## src/rtl/down_counter4b.sv

```systemverilog
// Loadable down-counter/timer with one-shot and auto-reload modes.
// Emits a single-cycle terminal-count pulse when the count expires.
module down_counter4b #(
    parameter int WIDTH = 4
) (
    input  logic             clk,
    input  logic             rst,
    input  logic             load,
    input  logic [WIDTH-1:0] load_val,
    input  logic             reload,
    input  logic             en,
    output logic [WIDTH-1:0] cnt,
    output logic             tc,
    output logic             busy,
    output logic             done
);

    localparam logic [1:0] IDLE = 2'd0;
    localparam logic [1:0] RUN  = 2'd1;
    localparam logic [1:0] DONE = 2'd2;

    localparam logic [WIDTH-1:0] ONE = WIDTH'(1);

    logic [1:0]       state;
    logic [WIDTH-1:0] reload_r;
    logic             mode_r;

    always_ff @(posedge clk) begin
        if (rst) begin
            state    <= IDLE;
            cnt      <= '0;
            reload_r <= '0;
            mode_r   <= 1'b0;
            tc       <= 1'b0;
        end else if (load) begin
            reload_r <= load_val;
            mode_r   <= reload;
            cnt      <= load_val;
            tc       <= 1'b0;
            state    <= (load_val != '0) ? RUN : IDLE;
        end else begin
            tc <= 1'b0;
            case (state)
                RUN: begin
                    // RUN always holds cnt >= 1, so the decrement never wraps
                    if (en) begin
                        if (cnt == ONE) begin
                            tc <= 1'b1;
                            if (mode_r) begin
                                cnt <= reload_r;
                            end else begin
                                cnt   <= '0;
                                state <= DONE;
                            end
                        end else begin
                            cnt <= cnt - ONE;
                        end
                    end
                end
                IDLE, DONE: begin
                end
                default: state <= IDLE;
            endcase
        end
    end

    assign busy = (state == RUN);
    assign done = (state == DONE);

endmodule

```

## config.mk

```make
export PLATFORM = sky130hd
export DESIGN_NAME = down_counter4b
export DESIGN_NICKNAME = d
export VERILOG_FILES = /design/src/rtl/down_counter4b.sv
export SDC_FILE = /design/constraint.sdc
export NUM_CORES = 1
export LEC_CHECK = 0
export ABC_CLOCK_PERIOD_IN_PS = 2100
export BUFFER_PORTS_ARGS = -buffer_cell sky130_fd_sc_hd__buf_2
export CORE_MARGIN = 1
export CORE_UTILIZATION = 34
export CTS_CLUSTER_DIAMETER = 120
export DETAILED_ROUTE_END_ITERATION = 7
export HOLD_SLACK_MARGIN = 0.1
export PLACE_DENSITY_LB_ADDON = 0.2
export SYNTH_ARGS = -nofsm -noshare
export SYNTH_HDL_FRONTEND = slang
export SYNTH_SLANG_ARGS = --single-unit
```

## constraint.sdc

```tcl
create_clock -name clk -period 2.1 [get_ports clk]
set_clock_uncertainty 0.2 [all_clocks]
set_input_delay 0.21 -clock clk [delete_from_list [all_inputs] [get_ports clk]]
set_output_delay 0.21 -clock clk [all_outputs]
set_load 0.005 [all_outputs]
```

# Yosys cells after proc, flatten, opt, wreduce, memory -nomap -nowiden
# Cells that the tools add are included.
# W data, S select, Z words.
# word_totals
regBits,12
output_inout_bits,7
word_cells,35
# op_classes
add_sub_neg,1
n_eq_ne,7
muxes,12
bitwise_logic,2
n_reduce_logical,8
# ops
cell,n
$mux W4,5
$mux W2,4
$ne A3 B3 Y1 const B,2
$eq A4 B1 Y1 const B,1
$pmux W2 S2,1
$reduce_and A4 Y1,1
$reduce_bool A2 Y1,2
$reduce_bool A4 Y1,1
$reduce_or A4 Y1,1
$sub A4 B1 Y4 const B,1
$ne A3 B2 Y1 const B,1
$eq A2 B1 Y1 const B,1
$eq A2 B2 Y1 const B,1
$logic_not A2 Y1,1
$mux W1,2
$ne A2 B2 Y1 const B,1
$not A1 Y1,2
$reduce_and A2 Y1,1
$reduce_or A2 Y1,1

# Logic depth before layout (Yosys ltp)
# logic_depth
depth_word,5
mapped_depth,6

# Worst setup path after synthesis
# No wires, ideal clock.
# synth_path
path_kind,register to register
from,register cnt[0]
to,register state[0]
setup_ns,0.134
t_arrival_ns,1.345
required_ns,1.766
slack_ns,0.421
path_stages_with_launch,6
n_path_buf,0
period_less_slack_ns,1.679
cell_sequence,dfxtp_1 > ha_1 > or3b_4 > nor3b_2 > or3b_1 > a21oi_1
# synth_between
elab_chain_cells,3
# synth_lines
element,line,rtl
from (decl),12,"output logic [WIDTH-1:0] cnt,"
from (signal assigned),38,cnt <= load_val;
from (signal assigned),50,cnt <= reload_r;
from (signal assigned),56,cnt <= cnt - ONE;
$eq A4 B1 Y1,47,if (cnt == ONE) begin
$ne A3 B2 Y1 (no source line),--,
$reduce_and A4 Y1 (no source line),--,
to (signal assigned),40,state <= (load_val != '0) ? RUN : IDLE;
to (decl),24,logic [1:0] state;
# No other way between the ends.
# A chain may end at the register's enable or synchronous reset.

# Final worst setup path
# layout_path
from,input load_val[0]
to,register state[0]
# layout_between
elab_chain_cells,3
# layout_lines
element,line,rtl
from (decl),9,"input logic [WIDTH-1:0] load_val,"
$reduce_bool A4 Y1,40,
$mux W1,40,
$mux W2,35,end else if (load) begin
# No other way between the ends.

==> out/metrics.cfg <==
[outcome]
run_status=finished, final reports clean

[clocking]
h-tree-depth=1
clkSinkCount=12
numCtsBuffers=3
cts_tree=yes
post_cts_buffers=0
clk_latency_ps=270
cts_root_buf=clkbuf_4
cts.clk_slew.worst_paths_ps=80
clockBufferDepth=2

[floorplan]
ios=16
core_area_um2=1727
die_h_um=44.73
dieWidth_um=44.73
initial_utilization=0.3594
row_count=15
dieArea_um2=2000

[placement]
dpl.hpwl_um=951.5
dpl_worst_slack_ps=316.9
port_buffers=15
placed_area_um2=708.2
place_congestion=0.7447

[sta]
setup_viol=0
layout_setup_ws_ps=216.0
fmax_mhz=530.8
final_hold_viol_count=0
max-slew-margin-rel=0.7828
rsz0062_at_grt=false
setup_tns_ps=0
fin_crit_ps=1884
worst_slew_pin_slew_ps=325.7
period_share=0.8971
maxSlewViolCount=0

[critical_path]
cp_data_arrival_time_ps=1840
r2r-start=cnt[1]
critPathLaunchType=primary input
r2r-end=state[0]
reg2reg_setup_slack_ps=330
r2r_cells=6
criticalPathCategory=primary input to flip-flop
critPathMaxFanout=2
required_ps=2060
cp-end-kind=flip-flop

[layout]
layout-drive-gt1-share=0.2396
final_util=0.4891
diodes=0
nets=108
area_growth_pct=36.09
design_area_um2=844.6
fillers=177

[logic_synthesis]
yosysSeqAreaShare=0.3871
synthCells=71
yosys_most_used_dff=dfxtp_1
post_synth.cell_area_avg_um2=8.741
synth_area_um2=620.6
yosys_warnings=0
synth_fp_nets=82
synth_cell_types=29
synth_edf_count=0
async_reset_ff_frac=0
ys_seq_elements=12

[pwr]
ir_drop_mv=0.4083
p_per_area_nw_per_um2=622.7
p_leak_nw=0.3704

[global_routing]
grt_usage=0.1562
grt_pass1_vias=537
overflow=0
grt_pass1_wl_mm=2.277
antenna_found_initial=0
grt_start_max_net_pins=19

[hold_path]
min_path_cells=2
worstHoldStart=load
min_path_type=primary input to flip-flop
min_to=state[1]

[flow_run]
cap_viol_max_count=0

[routing]
drt-total-wl_mm=1.325
antenna_left=0
drc=0
dr.pass1.iters=4
drt_iter0_markers=18
via_per_inst=4.926
vias=596
wl_per_cell_um=10.95

-- metal layers --
metal | vias up | wire [um] | GRT usage | share of wire
met2 | 20 | 632 | 0.2353 | 0.48
met3 | 2 | 68 | 0.03200 | 0.051
met5 | - | 0 | 0 | 0
li1 | 303 | - | - | -
met4 | 0 | 8 | 0.09697 | 0.0060
met1 | 271 | 615 | 0.2045 | 0.46
-- through the flow --
stage | power (mW) | hold WS, ps | cells
floorplan | 0.3100 | 88.40 | 71
global placement | 0.3360 | 247.0 | 107
detailed placement | 0.3360 | 251.3 | 107
CTS | 0.5325 | 153.5 | 121
global route | 0.5559 | 180.9 | 121
finish | 0.5259 | 154.4 | 121
-- how the worst max path moves through the flow --
| stage | startpoint | end | slack (ps) | cells past startpoint |
|---|---|---|---|---|
| after floorplan | cnt[0] | state[0] | 420 | 5 |
| after CTS | load_val[0] | state[0] | 220 | 5 |
| final | load_val[0] | state[0] | 220 | 5 |
| after global placement | cnt[0] | state[0] | 340 | 5 |
| after detailed placement | cnt[0] | state[0] | 320 | 5 |
| after global routing | load_val[0] | state[0] | 150 | 5 |
-- Yosys cell counts (all sizes together) (2+ instances only) --
cell     n  share of area
a21oi   10          0.081
a311o    2          0.032
buf      3          0.024
dfxtp   12           0.39
ha       2          0.040
inv      5          0.030
mux2i    3          0.048
nand2    5          0.030
nand2b   3          0.030
nand3    2          0.016
nor2     5          0.030
nor3     2          0.024
nor3b    2          0.040
or3b     2          0.032
-- report_power, final --
group	leakage (nW)	internal, mW	switching [mW]
logic	0.251	0.0494	0.0424
registers	0.0989	0.240	0.0133
clock network	0.0210	0.105	0.0754
-- critical path, cell delays in order --
cell and delay, ps:
dlygate4sd3_1 540, buf_2 130, o41ai_1 320, dlygate4sd3_1 590, a21oi_1 50
-- layout make-up --
cell class	count	area, um^2	share of cell area
Inverter	5	18.77	0.02222
Timing Repair Buffer	25	175.2	0.2074
Sequential cell	12	240.2	0.2844
Clock buffer	4	36.28	0.04296
Multi-Input combinational cell	50	342.8	0.4059
Tap cell	25	31.28	0.03704
-- state kept, by name (all words and copies together) (netlist names) --
| name | count |
|---|---|
| cnt | 4 |
| state | 2 |
| reload_r | 4 |
| tc | 1 |
| mode_r | 1 |
-- kinds of logic after synthesis --
group                    after synthesis  share of synthesized area
AO/OA/AOI/OAI                         18                     0.1895
multiplexers                           3                    0.04839
flip-flops                            12                     0.3871
buffers and inverters                  9                    0.06047
AND/OR/NAND/NOR                       27                     0.2742
adder cells (fa/ha/maj)                2                    0.04032
-- layout by cell type, fill, tap and decap left out, types with 2 or more instances in the layout --
master and count:
dfxtp_1 12, mux2i_1 3, a21oi_1 10, clkbuf_4 3, a311o_1 2, nand2b_1 3
nand3_1 2, nor3b_2 2, ha_1 2, nand2_1 5, dlygate4sd3_1 10, buf_2 15
nor2_1 5, inv_1 5
-- timing repair --
item                                    in CTS  in global routing
endpoints found under the setup margin       0                  0
hold buffers                                10                  0
hold endpoints to repair                    12                  0
gates resized for setup                      0                  0
(Power assumes the default switching activity.)
